==> config.mk <==
export PLATFORM = sky130hd
export DESIGN_NAME = imem_loader
export DESIGN_NICKNAME = d
export VERILOG_FILES = /design/src/rtl/imem_loader.sv
export SDC_FILE = /design/constraint.sdc
export NUM_CORES = 1
export LEC_CHECK = 0
export CORE_AREA = 2 2 99 101
export DETAILED_ROUTE_END_ITERATION = 6
export DIE_AREA = 0 0 101 103
export DONT_BUFFER_PORTS = 1
export PLACE_DENSITY_LB_ADDON = 0.05
export SYNTH_ARGS = -nofsm -noshare
export SYNTH_HDL_FRONTEND = slang
export SYNTH_SLANG_ARGS = --single-unit
==> constraint.sdc <==
create_clock -name clock -period 5.82 [get_ports clock]
set_clock_uncertainty 0.05 [all_clocks]
set_input_delay 0.873 -clock clock [delete_from_list [all_inputs] [get_ports clock]]
set_output_delay 0.873 -clock clock [all_outputs]
set_load 0.005 [all_outputs]
==> src/rtl/imem_loader.sv <==
// Instruction memory loader: assembles big-endian words from a byte stream and
// writes them to consecutive word addresses while holding the core stalled.
module imem_loader #(
  parameter int ADDR_W = 8
) (
  input  logic              clock,
  input  logic              reset_n,
  input  logic              load_start,
  input  logic [ADDR_W:0]   load_count,
  input  logic              abort,
  input  logic              in_valid,
  input  logic [7:0]        in_data,
  output logic              in_ready,
  output logic              mem_we,
  output logic [ADDR_W-1:0] mem_addr,
  output logic [31:0]       mem_wdata,
  output logic              core_hold,
  output logic              load_done,
  output logic              load_error,
  output logic [31:0]       checksum
);

  typedef enum logic [1:0] {
    IDLE  = 2'd0,
    RECV  = 2'd1,
    WRITE = 2'd2,
    DONE  = 2'd3
  } state_t;

  localparam logic [ADDR_W:0] DEPTH_C = {1'b1, {ADDR_W{1'b0}}};
  localparam logic [ADDR_W:0] ONE_C   = {{ADDR_W{1'b0}}, 1'b1};

  state_t              state_r;
  state_t              next_state_s;
  logic [ADDR_W:0]     count_r;
  logic [ADDR_W:0]     word_idx_r;
  logic [1:0]          byte_cnt_r;
  logic [31:0]         word_buf_r;
  logic                in_ready_r;
  logic                core_hold_r;
  logic [ADDR_W-1:0]   mem_addr_r;
  logic [31:0]         mem_wdata_r;
  logic                load_error_r;
  logic [31:0]         checksum_r;

  logic                count_ok_s;
  logic                start_ok_s;
  logic                start_bad_s;
  logic                accept_s;
  logic                last_byte_s;
  logic                write_ok_s;
  logic                last_word_s;
  logic                abort_act_s;

  assign count_ok_s  = (load_count != {(ADDR_W+1){1'b0}}) && (load_count <= DEPTH_C);
  assign start_ok_s  = (state_r == IDLE) && load_start && count_ok_s;
  assign start_bad_s = (state_r == IDLE) && load_start && !count_ok_s;
  // abort wins over a same-cycle byte accept, so the accept is gated here
  assign abort_act_s = (state_r != IDLE) && abort;
  assign accept_s    = (state_r == RECV) && in_valid && !abort;
  assign last_byte_s = accept_s && (byte_cnt_r == 2'd3);
  assign write_ok_s  = (state_r == WRITE) && !abort;
  assign last_word_s = ((word_idx_r + ONE_C) == count_r);

  // State register
  always_ff @(posedge clock or negedge reset_n) begin
    if (!reset_n) begin
      state_r <= IDLE;
    end else begin
      state_r <= next_state_s;
    end
  end

  // Next-state logic
  always_comb begin
    next_state_s = state_r;
    case (state_r)
      IDLE: begin
        if (start_ok_s) next_state_s = RECV;
        else            next_state_s = IDLE;
      end
      RECV: begin
        if (abort)            next_state_s = IDLE;
        else if (last_byte_s) next_state_s = WRITE;
        else                  next_state_s = RECV;
      end
      WRITE: begin
        if (abort)            next_state_s = IDLE;
        else if (last_word_s) next_state_s = DONE;
        else                  next_state_s = RECV;
      end
      DONE:    next_state_s = IDLE;
      default: next_state_s = IDLE;
    endcase
  end

  // Handshake and stall outputs follow the state being entered
  always_ff @(posedge clock or negedge reset_n) begin
    if (!reset_n) begin
      in_ready_r  <= 1'b0;
      core_hold_r <= 1'b0;
    end else begin
      in_ready_r  <= (next_state_s == RECV);
      core_hold_r <= (next_state_s != IDLE);
    end
  end

  // Load bookkeeping: count, error flag, checksum and word index
  always_ff @(posedge clock or negedge reset_n) begin
    if (!reset_n) begin
      count_r      <= {(ADDR_W+1){1'b0}};
      word_idx_r   <= {(ADDR_W+1){1'b0}};
      load_error_r <= 1'b0;
      checksum_r   <= 32'h0000_0000;
    end else if (start_ok_s) begin
      count_r      <= load_count;
      word_idx_r   <= {(ADDR_W+1){1'b0}};
      load_error_r <= 1'b0;
      checksum_r   <= 32'h0000_0000;
    end else if (start_bad_s || abort_act_s) begin
      load_error_r <= 1'b1;
    end else if (write_ok_s) begin
      checksum_r <= checksum_r ^ word_buf_r;
      if (!last_word_s) word_idx_r <= word_idx_r + ONE_C;
      else              word_idx_r <= word_idx_r;
    end else begin
      count_r <= count_r;
    end
  end

  // Byte assembly; the write address/data are captured with the final byte
  always_ff @(posedge clock or negedge reset_n) begin
    if (!reset_n) begin
      byte_cnt_r  <= 2'd0;
      word_buf_r  <= 32'h0000_0000;
      mem_addr_r  <= {ADDR_W{1'b0}};
      mem_wdata_r <= 32'h0000_0000;
    end else if (start_ok_s) begin
      byte_cnt_r <= 2'd0;
      word_buf_r <= 32'h0000_0000;
    end else if (accept_s) begin
      byte_cnt_r <= byte_cnt_r + 2'd1;
      word_buf_r <= {word_buf_r[23:0], in_data};
      if (last_byte_s) begin
        mem_addr_r  <= word_idx_r[ADDR_W-1:0];
        mem_wdata_r <= {word_buf_r[23:0], in_data};
      end else begin
        mem_addr_r  <= mem_addr_r;
      end
    end else begin
      byte_cnt_r <= byte_cnt_r;
    end
  end

  assign in_ready   = in_ready_r;
  assign core_hold  = core_hold_r;
  assign mem_addr   = mem_addr_r;
  assign mem_wdata  = mem_wdata_r;
  assign load_error = load_error_r;
  assign checksum   = checksum_r;
  // Write strobe and done pulse must be suppressible by abort in their own cycle
  assign mem_we     = (state_r == WRITE) && !abort;
  assign load_done  = (state_r == DONE) && !abort;

endmodule
==> results of run 1 <==
==> synthesized netlist by cell type <==
cell	instances	area share [%]
buf_2	4	0.36
ha_1	2	0.45
o32ai_1	1	0.16
or3_1	1	0.11
buf_1	1	0.068
xor2_1	38	6.0
o41ai_1	2	0.32
nand2_1	137	9.3
or4_1	5	0.68
clkinv_1	1	0.068
a31o_1	1	0.16
nand3b_1	1	0.14
nand3_1	3	0.27
and3_1	4	0.45
a21o_1	1	0.14
mux2_2	39	7.9
o22a_1	1	0.16
and2_1	2	0.23
a211oi_1	2	0.27
a21oi_1	38	3.4
and2_0	1	0.11
and4_1	1	0.16
o21ai_0	7	0.63
and3b_1	3	0.48
nor2_1	39	2.6
buf_6	1	0.20
nor3_1	2	0.18
nor3b_1	1	0.14
a21boi_0	1	0.14
a31oi_1	2	0.23
o211ai_1	5	0.68
nand4_2	1	0.23
nor2b_1	3	0.34
mux2i_1	1	0.18
inv_1	5	0.34
dfrtp_1	129	58
or3b_2	1	0.16
a311oi_1	1	0.16
o2111a_1	1	0.20
xnor2_1	5	0.79
o31ai_1	6	0.82
o311ai_0	2	0.32
clkbuf_1	25	1.7
==> worst reg2reg max path: stages, from the launching register on <==
cell     delay, ns
dfrtp_1       0.41
nor2b_1       0.26
and3b_1       0.21
buf_4         0.35
nand2_2       0.70
a21oi_1       0.36
o21ai_0       0.13
and3_1        0.23
==> area by class of cell <==
class / instances / area (sq um)
timing repair buffer: 4 / 50.0
tap: 114 / 143
inverter: 6 / 22.5
clock inverter: 15 / 160
fill: 733 / 3290
clock buffer: 17 / 414
sequential: 129 / 3230
multi-input combinational: 361 / 2150
==> power by group through the flow <==
stage          Clock (W)  Sequential (W)  Combinational, W
4_1_cts          0.00103        0.000973          0.000120
5_1_grt          0.00108        0.000977          0.000137
6_report         0.00101        0.000973          0.000118
3_5_place_dp           0        0.000988         0.0000994
3_3_place_gp           0        0.000988         0.0000958
2_1_floorplan          0        0.000977         0.0000835
==> kinds of logic (layout without fill, tap and decap cells) <==
kind of cell	Yosys count	count (layout)	synth area share (%)
AOI/OAI and AO/OA	71	71	7.81
xor gates and xnor gates	43	43	6.82
adders and majority gates	2	2	0.453
buffers and inverters	37	42	2.74
DFF	129	129	58.4
muxes	40	40	8.13
and+or+nand+nor	205	205	15.6
==> worst max-delay path by stage <==
stage	from	end
after global routing	state_r[1]	mem_we
after CTS	state_r[1]	mem_we
after floorplan	load_count[5]	checksum[10]
final	state_r[1]	mem_we
after detailed placement	abort	word_idx_r[7]
after global placement	abort	word_idx_r[7]
==> layout by cell type (no fill, tap or decap), types with 6 or more instances in the layout <==
master	synthesis	final
xor2_1	38	38
nor2_1	39	39
o31ai_1	6	6
clkbuf_16	0	16
a21oi_1	38	38
mux2_2	39	39
nand2_1	137	136
o21ai_0	7	7
dfrtp_1	129	129
==> stage by stage <==
stage               utilization [%]  instances
floorplan                         -        527
global placement               58.8        613
detailed placement             58.8        613
CTS                            65.2        646
global route                   65.2        646
finish                         65.2        646
==> timing repair <==
action,in CTS,in global routing
gates resized for setup,0,0
hold buffers,1,0
hold endpoints to repair,129,0
==> registers in the layout, indices dropped and copies added, names as in the netlist <==
register and count:
core_hold 1, in_ready 1, word_idx_r 9, count_r 9
mem_wdata 32, mem_addr 8, word_buf_r 32, load_error 1
state_r 2, checksum 32, byte_cnt_r 2
==> routing by layer <==
layer	GRT usage, %	up-vias	routed length (microns)
met5	0	-	0
met1	30.8	1853	5010
met3	9.42	8	720
li1	-	1754	-
met4	6.55	0	104
met2	37.6	98	5820
==> summary.md, run 1 <==
| Metric | Value |
|---|---|
| Status | complete, no violations |
| Mapped Area | 5530 sq um |
| Switching part of the total power | 24.4% |
| Post-synthesis sequential area ratio | 58.4% |
| PortBufs | 0 |
| Vias per inst | between 5 and 6 |
| Crit Path Category | flop to output port |
| VDD IR max | 190 uV |
| Routed wire length | 11600 microns |
| Mapped Cells | ~530 |
| Num rows | 36 |
| Sequential share of power | between 40% and 50% |
| DPL Wire Length | between 7000 and 8000 microns |
| Area Growth Syn to Fin | 11.6% |
| Final antenna-violating net count | 0 |
| Wire length per cell | 18.0 microns |
| Cells along the critical path | or3b_2 > clkinv_1 |
| NetSw | 0.000513 W |
| DRC violations left | 0 |
| Slew HR | 16.6% |
| GPL Wtd Cong | 0.800 |
| Largest net degree at the start of global routing | 130 |
| Place WS | between 2 and 3 ns |
| CTS Root Cell | clkbuf_8 |
| DIE AREA | 10400 sq um |
| Hold_ws | 0.263 ns |
| Final min period | 3.21 ns |
| Layout cell share with drive strength beyond 1 | approximately 15% |
| Worst stage delay on the critical path | ~1.0 ns |
| Die width | between 100 and 150 microns |
| Setup tns final | 0 ns |
| CP Data Arrival Time | 2.29 ns |
| CP bufs+invs | 1 |
| H-tree Lvls | 4 |
| Static power due to leakage | around 3 nW |
| GR Util All Layers | 23.8% |
| Nets@finish | 543 |
| CP required | around 4.9 ns |
| Initial antenna violation count | 0 |
| CP max-delay cell | clkinv_1 |
| Synthesis Warnings | 0 |
| Max-slew violation count | 0 |
| Measured slew at the worst slew-check pin | 1.24 ns |
| Max cap viols | 0 |
| Critical R2R Launch | state_r[0] |
| Area of the core | roughly 9500 sq um |
| R2R cell count | 7 |
| Grt ovf | 0 |
| Vias | 3713 |
| CP endpoint kind | output port |
| Worst reg2reg setup slack | approximately 3.0 ns |
| Comb pwr share | approximately 5.6% |
| Initial Util | 58.4% |
| Crit Path Max Fanout | 36 |
| Power Total | between 0.002 and 0.0025 W |
| Yosys cell types | 43 |
| Num ports | 99 |
| RSZ-0062 raised after global routing | no |
| Net Count, Synth | around 550 |
| Cell area power density | 341 nW/um^2 |
| Register bit total from synthesis | 129 |
| Clk Latency, worst-skew pair | 0.52 ns |
| Peak Freq | 311 MHz |
| N_diodes | 0 |
| Post-DP Area | 5570 sq um |
| Worst path top cell family by delay | buffers and inverters |
| CTS Sinks | 129 |
| First-pass DRT Iterations | 4 |
| Clock share of power | 48.2% |
| Worst R2R End | in_ready |
| CTS buffer count | 17 |
| Avg Inst Size Synth | 10.5 sq um |
| Final setup vio count | 0 |
| Die height | 103 microns |
| Number of global-route vias before repair | around 3700 |
| Clk pin slew, worst setup/hold paths | 0.06 ns |
| Worst Hold Class | input port to asynchronous set/reset pin |
| Pint | around 0.0016 W |
| Fin crit share | 55.2% |
| Stages on the worst setup path | 2 |
| Post-CTS Setup Bufs | 0 |
| Global-route wire length before repair | 18900 microns |
| Max Root-Sink Buffers | 2 |
| CTS tree | built |
| Final Hold Viols | 0 |
| Initial DRC Count | between 150 and 200 |
| CP Launch Type | flop |
| Worst setup margin | 2.61 ns |
| Fin area | 6170 sq um |
(Power assumes the default switching activity.)
==> run 2: changes to the inputs <==
--- a/config.mk
+++ b/config.mk
@@ -5,9 +5,9 @@
 export SDC_FILE = /design/constraint.sdc
 export NUM_CORES = 1
 export LEC_CHECK = 0
-export CORE_AREA = 2 2 99 101
+export CORE_AREA = 2 2 102 104
 export DETAILED_ROUTE_END_ITERATION = 6
-export DIE_AREA = 0 0 101 103
+export DIE_AREA = 0 0 104 106
 export DONT_BUFFER_PORTS = 1
 export PLACE_DENSITY_LB_ADDON = 0.05
 export SYNTH_ARGS = -nofsm -noshare
==> constraint.sdc (replaced) <==
create_clock -name clock -period 2.7 [get_ports clock]
set_clock_uncertainty 0.05 [all_clocks]
set_input_delay 0.405 -clock clock [delete_from_list [all_inputs] [get_ports clock]]
set_output_delay 0.405 -clock clock [all_outputs]
set_load 0.005 [all_outputs]
==> summary.md, run 2 (synthesis results as in run 1) <==
| Metric | Value |
|---|---|
| Comb pwr share | 5.6% |
| CTS tree | built |
| Initial Util | between 50% and 60% |
| Final min period | 2.50 ns |
| Initial antenna violation count | 1 |
| Post-DP Area | 5680 sq um |
| Most common cell after layout, fill and taps aside | nand2_1 |
| NetSw | 0.00102 W |
| CTS Root Cell | clkbuf_8 |
| Pint | 0.00335 W |
| Die width | 104 microns |
| Area Growth Syn to Fin | 15.7% |
| DPL Wire Length | 7370 microns |
| Cell area power density | 684 nW/um^2 |
| Filler Cell Count | 847 |
| Nets@finish | 568 |
| GR Util All Layers | 23.0% |
| CTS Sinks | 129 |
| Most frequent cells in the layout | 136 x nand2_1, 129 x dfrtp_1, 39 x nor2_1, 39 x mux2_2 |
| Number of global-route vias before repair | 3907 |
| Max cap viols | 0 |
| Sequential share of power | 48.1% |
| Worst setup margin | around 0.2 ns |
| Crit Path Max Fanout | 9 |
| Clock share of power | 46.3% |
| Clk pin slew, worst setup/hold paths | 0.06 ns |
| CP endpoint kind | flop |
| Num ports | 99 |
| Hold Buf Count CTS | 18 |
| Hold_ws | -0.470 ns |
| Final setup vio count | 0 |
| H-tree Lvls | 4 |
| Cells along the critical path | ha_1 > or4_1 > a211oi_1 > o2111a_2 > buf_4 > o311ai_0 > o41ai_1 |
| Die height | 106 microns |
| VDD IR max | 470 uV |
| Layout cell share with drive strength beyond 1 | between 10% and 20% |
| Worst reg2reg setup slack | around 0.2 ns |
| Final Hold Viols | 129 |
| Fin area | 6390 sq um |
| Max Root-Sink Buffers | 2 |
| Area of the core | around 10000 sq um |
| Worst stage delay on the critical path | 0.54 ns |
| Slew HR | 67.2% |
| Power Total | about 0.0044 W |
| PortBufs | 0 |
| Fin crit share | 92.7% |
| CP bufs+invs | 1 |
| Routed wire length | 11700 microns |
| Switching part of the total power | 23.4% |
| Worst Hold Class | input port to asynchronous set/reset pin |
| Clk Latency, worst-skew pair | 0.51 ns |
| Failing checks | negative hold slack |
| CP max-delay cell | or4_1 |
| CTS buffer count | 17 |
| Grt ovf | 0 |
| Final antenna-violating net count | 0 |
| Crit Path Category | flop to flop |
| Worst path top cell family by delay | compound AO/OA/AOI/OAI gates |
| DRC violations left | 0 |
| Place WS | just under 0.1 ns |
| Static power due to leakage | 3.07 nW |
| Setup tns final | 0 ns |
| Num rows | 37 |
| Initial DRC Count | 136 |
| CP Data Arrival Time | 2.85 ns |
| GPL Wtd Cong | 0.812 |
| DIE AREA | around 11000 sq um |
| Global-route wire length before repair | 19800 microns |
| Vias | 3770 |
| Vias per inst | 5.44 |
| Largest net degree at the start of global routing | 130 |
| RSZ-0062 raised after global routing | no |
| Max-slew violation count | 0 |
| Measured slew at the worst slew-check pin | 0.490 ns |
| CP required | 3.05 ns |
| Post-CTS Setup Bufs | 0 |
| First-pass DRT Iterations | 4 |
| Status | finished, violations left |
| N_diodes | 0 |
| CP Launch Type | flop |
| Peak Freq | 400 MHz |
| Wire length per cell | 16.9 microns |
==> run 2: cell count changes in the layout (fill, tap and decap cells not counted), sizes merged <==
| cell | change |
|---|---|
| bufinv | -2 |
| inv | -3 |
| dlygate4sd3 | +18 |
| clkinv | +2 |
| clkbuf | +6 |
| clkinvlp | -3 |
| buf | +7 |
==> run 2: metrics by stage <==
step / std cells / util [%]
detailed placement: 643 / 56.8
global placement: 643 / 56.8
finish: 693 / 63.9
CTS: 693 / 63.9
global route: 693 / 63.9
floorplan: 527 / -
==> run 2: final cells by class <==
| class | instances | area, sq um | share of cell area (%) |
|---|---|---|---|
| Sequential cell | 129 | 3230 | 50.5 |
| Multi-Input combinational cell | 361 | 2150 | 33.6 |
| Clock buffer | 23 | 477 | 7.46 |
| Timing Repair Buffer | 29 | 288 | 4.50 |
| Tap cell | 136 | 170 | 2.66 |
| Clock inverter | 9 | 57.6 | 0.900 |
| Inverter | 6 | 22.5 | 0.352 |
==> run 2: path summary, 6_finish.rpt <==
kind / from / end / depth (start not counted)
worst min register to register: count_r[5] / count_r[5] / 2
worst max register to register: word_idx_r[1] / word_idx_r[6] / 7
worst min-delay path: reset_n / mem_addr[3] / 0
max in group asynchronous: reset_n / checksum[13] / 0
worst max-delay path: word_idx_r[1] / word_idx_r[6] / 7
min in group clock: load_start / load_error / 2
==> run 2: layer usage <==
| metal | vias to the layer above | GRT usage (%) | wire (microns) |
|---|---|---|---|
| met5 | - | 0 | 13 |
| met1 | 1877 | 30.5 | 5230 |
| li1 | 1784 | - | - |
| met4 | 2 | 9.17 | 176 |
| met2 | 91 | 35.3 | 5550 |
| met3 | 16 | 7.66 | 747 |
==> run 2: power groups by stage <==
| stage | logic (W) | clock network, W | registers [W] |
|---|---|---|---|
| global route | 0.000279 | 0.00216 | 0.00211 |
| CTS | 0.000247 | 0.00207 | 0.00210 |
| finish | 0.000245 | 0.00203 | 0.00210 |
| floorplan | 0.000180 | 0 | 0.00210 |
| global placement | 0.000218 | 0 | 0.00213 |
| detailed placement | 0.000222 | 0 | 0.00214 |
==> run 2: what timing repair did <==
item,CTS,global route
endpoints found under the hold margin,156,129
setup endpoints to repair,0,4
gates resized for setup,0,1
==> run 2: worst register-to-register path, delay by kind of cell (launching register included) <==
kind,cells,cell delay (ns)
fa+ha+maj,1,0.31
flops,1,0.47
buf+inv,1,0.18
simple gates,1,0.54
compound gates,4,0.83
==> run 3: changes to the inputs <==
--- a/config.mk
+++ b/config.mk
@@ -9,7 +9,8 @@
 export DETAILED_ROUTE_END_ITERATION = 6
 export DIE_AREA = 0 0 104 106
 export DONT_BUFFER_PORTS = 1
-export PLACE_DENSITY_LB_ADDON = 0.05
+export MAX_ROUTING_LAYER = met4
+export PLACE_DENSITY = 0.71
 export SYNTH_ARGS = -nofsm -noshare
 export SYNTH_HDL_FRONTEND = slang
 export SYNTH_SLANG_ARGS = --single-unit
==> summary.md, run 3 (synthesis results as in run 1) <==
| Metric | Value |
|---|---|
| Fin area | 6450 sq um |
| Final antenna-violating net count | 0 |
| Cell area power density | 710 nW/um^2 |
| Wire length per cell | 17.2 microns |
| CTS Root Cell | clkbuf_8 |
| DPL Wire Length | 7510 microns |
| Setup tns final | 0 ns |
| CP Data Arrival Time | slightly below 2 ns |
| Initial Util | 55.3% |
| DRC violations left | 0 |
| Area of the core | approximately 10000 sq um |
| CTS tree | built |
| CP Launch Type | flop |
| Post-CTS Setup Bufs | 0 |
| Fin crit share | between 90 and 100% |
| Number of global-route vias before repair | 4114 |
| Failing checks | negative hold slack |
| Pint | 0.00355 W |
| Final Hold Viols | 129 |
| CP endpoint kind | output port |
| N_diodes | 0 |
| Most frequent cells in the layout | 136 x nand2_1, 129 x dfrtp_1, 39 x nor2_1, 39 x mux2_2 |
| Static power due to leakage | 3.08 nW |
| Grt ovf | 0 |
| Most common cell after layout, fill and taps aside | nand2_1 |
| PortBufs | 0 |
| Worst reg2reg setup slack | 0.29 ns |
| Initial DRC Count | 205 |
| GPL Wtd Cong | 0.824 |
| CP required | between 2 and 2.5 ns |
| Peak Freq | 411 MHz |
| Clock share of power | 48.6% |
| Comb pwr share | 5.5% |
| Final min period | 2.43 ns |
| Sequential share of power | 46.0% |
| Slew HR | 74.0% |
| Power Total | approximately 0.0046 W |
| Measured slew at the worst slew-check pin | 0.390 ns |
| Clk pin slew, worst setup/hold paths | 0.06 ns |
| Hold_ws | -0.460 ns |
| Num rows | 37 |
| Max-slew violation count | 0 |
| Switching part of the total power | about 22% |
| H-tree Lvls | 4 |
| Hold Buf Count CTS | 19 |
| Area Growth Syn to Fin | 16.7% |
| DIE AREA | between 10000 and 15000 sq um |
| Vias | approximately 3800 |
| CTS buffer count | 17 |
| Worst Hold Class | input port to asynchronous set/reset pin |
| Num ports | 99 |
| VDD IR max | ~490 uV |
| Vias per inst | ~5.5 |
| Die width | 104 microns |
| Global-route wire length before repair | 20200 microns |
| Status | finished, violations left |
| Max cap viols | 0 |
| Filler Cell Count | around 800 |
| Routed wire length | 11900 microns |
| Clk Latency, worst-skew pair | a little over 0.5 ns |
| Initial antenna violation count | 0 |
| Final Util | 64.5% |
| Crit Path Category | flop to output port |
| Die height | 106 microns |
| Crit Path Max Fanout | 21 |
| Layout cell share with drive strength beyond 1 | between 10% and 20% |
| First-pass DRT Iterations | 4 |
| Nets@finish | 569 |
| Post-DP Area | approximately 5700 sq um |
| Final setup vio count | 0 |
| CTS Sinks | between 100 and 150 |
| Max Root-Sink Buffers | 2 |
| GR Util All Layers | 24.1% |
| NetSw | 0.00102 W |
| RSZ-0062 raised after global routing | no |
| Largest net degree at the start of global routing | 130 |
## run 3: changes by cell type in the layout (fill, tap and decap cells not counted), sizes merged
cell,delta
clkinvlp,+1
clkinv,-2
dlygate4sd3,+1
bufinv,+3
clkbuf,-2
## run 3: final cells by class
cell class	instances	area [sq um]	share of cell area [%]
Timing Repair Buffer	30	298	4.62
Sequential cell	129	3230	50.1
Clock inverter	11	138	2.14
Clock buffer	21	439	6.81
Inverter	6	22.5	0.349
Multi-Input combinational cell	361	2150	33.4
Tap cell	136	170	2.64
## run 3: worst paths after layout
path,endpoint,depth (start not counted),start
setup / recovery,mem_we,3,state_r[1]
max in group asynchronous,checksum[12],0,reset_n
min in group clock,load_error,2,load_start
setup reg to reg,word_idx_r[7],6,word_idx_r[3]
hold / removal,mem_addr[3],0,reset_n
hold reg to reg,mem_addr[7],2,mem_addr[7]
## run 3: metal layers
layer / global-route usage, % / up-vias / part of all wire, %
met4: 8.49 / 0 / 0.92
met3: 8.65 / 8 / 6.2
met2: 38.3 / 108 / 49
met5: - / - / 0
li1: - / 1786 / -
met1: 28.7 / 1896 / 44
## run 3: what timing repair did
| item | in CTS | in global routing |
|---|---|---|
| endpoints found under the setup margin | 0 | 3 |
| hold endpoints to repair | 155 | 129 |
| resized for setup | 0 | 1 |
## run 3: critical path, stage by stage, from the launching register on
cell	delay, ns
dfrtp_1	0.43
or3b_2	0.60
clkinv_1	0.15
buf_4	0.28
## run 3: power groups by stage
stage / sequential, W / clock (W) / combinational, W
2_1_floorplan: 0.00210 / 0 / 0.000180
3_3_place_gp: 0.00213 / 0 / 0.000220
3_5_place_dp: 0.00214 / 0 / 0.000225
4_1_cts: 0.00210 / 0.00226 / 0.000250
5_1_grt: 0.00212 / 0.00234 / 0.000285
6_report: 0.00210 / 0.00222 / 0.000250
## run 3: per-stage QoR
| stage | hold slack (ns) | cells | setup slack, ns |
|---|---|---|---|
| 5_1_grt | -0.496 | 694 | 0.112 |
| 6_report | -0.460 | 694 | 0.268 |
| 4_1_cts | -0.489 | 694 | 0.143 |
| 3_5_place_dp | 0.0631 | 643 | 0.158 |
| 2_1_floorplan | 0.0594 | 527 | 0.356 |
| 3_3_place_gp | 0.0626 | 643 | 0.199 |
==> edit 1 (config.mk and constraints of run 2) <==
Put one more register stage on the output `load_error`, with the module's reset. The value now appears one clock later. The other outputs are not delayed to match.
--- a/src/rtl/imem_loader.sv
+++ b/src/rtl/imem_loader.sv
@@ -157,5 +157,11 @@
   assign mem_addr   = mem_addr_r;
   assign mem_wdata  = mem_wdata_r;
-  assign load_error = load_error_r;
+  always_ff @(posedge clock or negedge reset_n) begin
+    if (!reset_n) begin
+      load_error <= '0;
+    end else begin
+      load_error <= load_error_r;
+    end
+  end
   assign checksum   = checksum_r;
   // Write strobe and done pulse must be suppressible by abort in their own cycle
Check against the original RTL: not equivalent (a bounded check fails within 4 cycles, from zero or initial values and one cycle with reset_n low).
==> edit 1 against run 2 <==
The run still ends with hold timing left; sequential share of layout area fell by 0.29 points; wire length fell by 0.87%; worst setup slack improved by 14 ps; cell area rose by 1.4%; power rose by 4.4%; sequential cell count rose by 1; synthesized area rose by 0.45%; non-clock buffer count rose by 2; critical endpoint is now word_idx_r[2]$_DFFE_PN0P_.
==> edit 1: results (changes against run 2) <==
Global route
  – First-pass GRT wire length: 19,700 um (-0.66%)
  – Largest net degree at the start of global routing: 131 (+0.77%)
  – Overall Global Routing Usage: 0.227 (-0.00290)
  – Vias in the first global route: 3,844 (-1.6%)
  – Initial antenna violation count: 0 (-1)

Routing
  – Number of DRC markers in iteration 0: 176 (+29%)
  – Routed wire length: 11,600 um (-0.87%)
  – Drt via density: 5.44 (about the same)

Clock network
  – CTS Buffer Depth: 2 (unchanged)
  – Clock Latency Late Sink: 510 ps (about the same)
  – H-tree levels: 4 (unchanged)
  – Clock buffer count from CTS: 17 (unchanged)
  – Post-CTS Hold Buffers: 18 (unchanged)
  – CTS clock-pin slew for the worst setup and hold paths: 60 ps (about the same)

Layout
  – Post-route non-filler standard cell count: 696 (+0.43%)
  – Fill count: 811 (-4.3%)
  – Fin nets: 571 (+0.53%)
  – Layout cells sized above 1: 0.152 (-0.000818)
  – Sequential Area: 3250 um2 (+0.78%)

Synth
  – Top post-synthesis cells by area: dfrtp_1 (59%), nand2_1 (9.3%), mux2_2 (7.9%)
  – Syn_nets: 552 (+0.18%)
  – Post-Syn Area per Cell: 10.5 um2 (+0.26%)
  – Asr flop ratio synth: 1.00 (unchanged)
  – Top post-synthesis cells by count: nand2_1 (137), dfrtp_1 (130), mux2_2 (39), nor2_1 (39)
  – Top_reg_cell synth: dfrtp_1
  – Sequential fraction of the synthesis area: 0.586 (+0.00187)

Power
  – Maximum VDD drop: 0.515 mV (+9.5%)
  – Sequential power share: 0.464 (-0.017)
  – Clk pwr: 2.20 mW (+8%)
  – Pint: 3.56 mW (+6.2%)
  – Pleak: 3.11 nW (+1.3%)
  – Pwr dens: 705 nW/um2 (+3.0%)

Placement
  – Pre-CTS setup slack: 219 ps (+123 ps)
  – DP Area: 5720 um2 (+0.71%)
  – HPWL after DPL: 7450 um (+1.1%)
  – Final Wtd Congestion: 0.786 (-3.2%)
  – Placed Cells: 646 (+0.47%)
  – Number of port buffers: 0 (unchanged)

Worst setup path
  – Data arrival time of the worst path: 2840 ps (about the same)
  – CP Max Fanout: 13 (+4)

Run status
  – Failing checks: hold timing
  – Run status: finished, violations left

Job
  – Max-Cap Viols: 0 (unchanged)

Timing
  – Final hold violations: 130 (+0.78%)
  – Worst Max-Slew Pin Slew: 533 ps (+42.9 ps)
  – Hold WS: -465 ps (+4.96 ps)
==> edit 1: cell count changes after synthesis, sizes merged <==
cell,change
dfrtp,+1
==> edit 1: worst paths after layout <==
path | endpoint | slack, ps | cells after the start | from
setup / recovery | word_idx_r[2]$_DFFE_PN0P_ | 210 | 7 | word_idx_r[0]$_DFFE_PN0P_
hold / removal | mem_addr[4]$_DFFE_PN0P_ | -460 | 0 | reset_n
setup reg to reg | word_idx_r[2]$_DFFE_PN0P_ | 210 | 7 | word_idx_r[0]$_DFFE_PN0P_
hold reg to reg | load_error$_DFF_PN0_ | 330 | 0 | load_error_r$_DFFE_PN0P_
max in group asynchronous | in_ready$_DFF_PN0_ | 2800 | 0 | reset_n
min in group clock | load_error_r$_DFFE_PN0P_ | 30 | 2 | abort
==> edit 1: cells by family (layout without fill, tap and decap cells) <==
logic type | Yosys count | in the layout | synth area share
AO/OA/AOI/OAI | 71 | 71 | 0.0778
XOR/XNOR | 43 | 43 | 0.0679
adder cells (fa/ha/maj) | 2 | 2 | 0.00451
buffers and inverters | 37 | 69 | 0.0273
flip-flops | 130 | 130 | 0.586
multiplexers | 40 | 40 | 0.0809
AND/OR/NAND/NOR | 205 | 205 | 0.156
==> edit 1: area by class of cell <==
class                      instances  area share
sequential                       130       0.502
multi-input combinational        361       0.332
clock buffer                      24      0.0741
timing repair buffer              31      0.0467
tap                              136      0.0263
clock inverter                     8      0.0156
inverter                           6     0.00348
==> edit 1: timing repair <==
action,4_1_cts,5_1_grt
resized for setup,0,0
buffers inserted,0,0
hold endpoints to repair,157,130
==> edit 1: metal layers <==
layer  share of wire  GRT usage  up-vias
li1                -          -     1793
met1            0.44      0.286     1884
met2            0.49      0.369      101
met3           0.062     0.0766       11
met4           0.011     0.0830        0
met5               0          0        -
==> edit 2 (flow settings as in run 2) <==
Without the edit above. Change the parameter `ADDR_W` from 8 to 10.
--- a/src/rtl/imem_loader.sv
+++ b/src/rtl/imem_loader.sv
@@ -2,5 +2,5 @@
 // writes them to consecutive word addresses while holding the core stalled.
 module imem_loader #(
-  parameter int ADDR_W = 8
+  parameter int ADDR_W = 10
 ) (
   input  logic              clock,
Ports: changed (resized load_count and mem_addr); port bits go from 99 to 103. No check against the original RTL was run, so the function may have changed too.
==> edit 2 against run 2 <==
The flow still finishes with violations (hold timing); synthesized area up 5.6%; sequential cell count up 6; power rose by 12%; wire length is 6.5% higher; die area did not move; worst setup slack worse by 33 ps; non-clock buffer count up 3; cell area is 6.6% higher; critical endpoint is now word_idx_r[7]$_DFFE_PN0P_.
==> edit 2: results (changes against run 2) <==
Clock network
  – Root Driver: clkbuf_8
  – Post-CTS Hold Buffers: 19 (+1)
  – CTS clock-pin slew for the worst setup and hold paths: 60 ps (about the same)

Global route
  – Vias in the first global route: 4,097 (+4.9%)
  – Overall Global Routing Usage: 0.241 (+0.0109)
  – Initial antenna violation count: 0 (-1)
  – Largest net degree at the start of global routing: 136 (+4.6%)
  – First-pass GRT wire length: 20,900 um (+5.3%)

Timing
  – Hold WS: -469 ps (+1.07 ps)
  – Final hold violations: 135 (+4.7%)
  – Worst Max-Slew Pin Slew: 459 ps (-31.4 ps)

Synth
  – Syn_nets: 556 (+0.91%)
  – Top post-synthesis cells by count: dfrtp_1 (135), nand2_1 (111), mux2_2 (55)
  – Sequential fraction of the synthesis area: 0.579 (-0.00521)
  – Asr flop ratio synth: 1.00 (unchanged)
  – Ys Warns: 0 (unchanged)
  – Top post-synthesis cells by area: dfrtp_1 (58%), mux2_2 (11%), nand2_1 (7.1%)
  – Syn Inst Count: 530 (+0.57%)

Worst setup path
  – Crit path to: word_idx_r[7]$_DFFE_PN0P_
  – Reg2Reg Depth: 9 (+2)
  – R2R Setup Slk: 160 ps (-30 ps)
  – CP Max Fanout: 14 (+5)
  – Data arrival time of the worst path: 2930 ps (+80 ps)

Power
  – Pleak: 3.16 nW (+3.0%)
  – Maximum VDD drop: 0.600 mV (+28%)

Routing
  – Number of DRC markers in iteration 0: 190 (+40%)
  – Via count: 3,939 (+4.5%)
  – DRT Pass-1 Iters: 5 (+1)
  – Routed wire length: 12,500 um (+6.5%)

Min path
  – Type of the worst min-delay path: input pin to asynchronous set/reset pin

Placement
  – DP Area: 5990 um2 (+5.6%)
  – Final Wtd Congestion: 0.887 (+9.3%)
  – Number of port buffers: 0 (unchanged)
  – HPWL after DPL: 7800 um (+5.9%)
  – Placed Cells: 647 (+0.62%)

Layout
  – Fill count: 768 (-9.3%)
  – Post-route non-filler standard cell count: 698 (+0.72%)
  – Fin nets: 575 (+1.2%)
  – Layout cells sized above 1: 0.196 (+0.0431)

Run status
  – Failing checks: hold timing
  – Run status: finished, violations left
edit 2: layer usage:
metal  global-route usage  routed length (um)  part of all wire
met5                    0                   0                 0
met4               0.0898                 176             0.014
met3               0.0723                 783             0.063
met2                0.391                6090              0.49
met1                0.309                5420              0.43
edit 2: layout make-up:
class	instances	area (um2)	area share
sequential	135	3380	0.496
tap	136	170	0.0250
clock buffer	18	428	0.0628
clock inverter	14	199	0.0292
inverter	3	11.3	0.00165
multi-input combinational	360	2330	0.342
timing repair buffer	32	300	0.0441
edit 2: through the flow:
stage	total power [mW]	worst slack (ps)	hold slack [ps]
floorplan	2.41	304	59.4
global placement	2.47	323	62.7
detailed placement	2.48	197	62.5
CTS	4.91	182	-487
global route	5.04	61.2	-495
finish	4.88	165	-469
edit 2: what timing repair did:
item | 4_1_cts | 5_1_grt
gates resized for setup | 0 | 1
endpoints found under the hold margin | 161 | 135
setup endpoints to repair | 0 | 2
edit 2: cell families (layout without fill, tap and decap cells):
| group | count (synthesis) | after routing | share of synthesized area |
|---|---|---|---|
| compound gates | 65 | 65 | 0.0678 |
| xor+xnor | 46 | 46 | 0.0691 |
| fa+ha+maj | 2 | 2 | 0.00429 |
| buf+inv | 35 | 67 | 0.0259 |
| flops | 135 | 135 | 0.579 |
| mux | 57 | 57 | 0.110 |
| simple gates | 190 | 190 | 0.144 |
edit 2: where the power goes:
group / switching, mW / total (mW) / leakage (nW) / internal (mW)
Sequential: 0.0878 / 2.20 / 1.85 / 2.11
Combinational: 0.133 / 0.272 / 1.00 / 0.139
Clock: 0.879 / 2.41 / 0.305 / 1.53
edit 2: critical path, stage by stage (launching register included):
cell and delay [ps]:
dfrtp_1 360, ha_1 210, nand3_1 110, nor2_1 210, mux2_2 360, mux2i_1 270
nor4_4 60, buf_4 190, or4b_1 480, a21oi_1 150
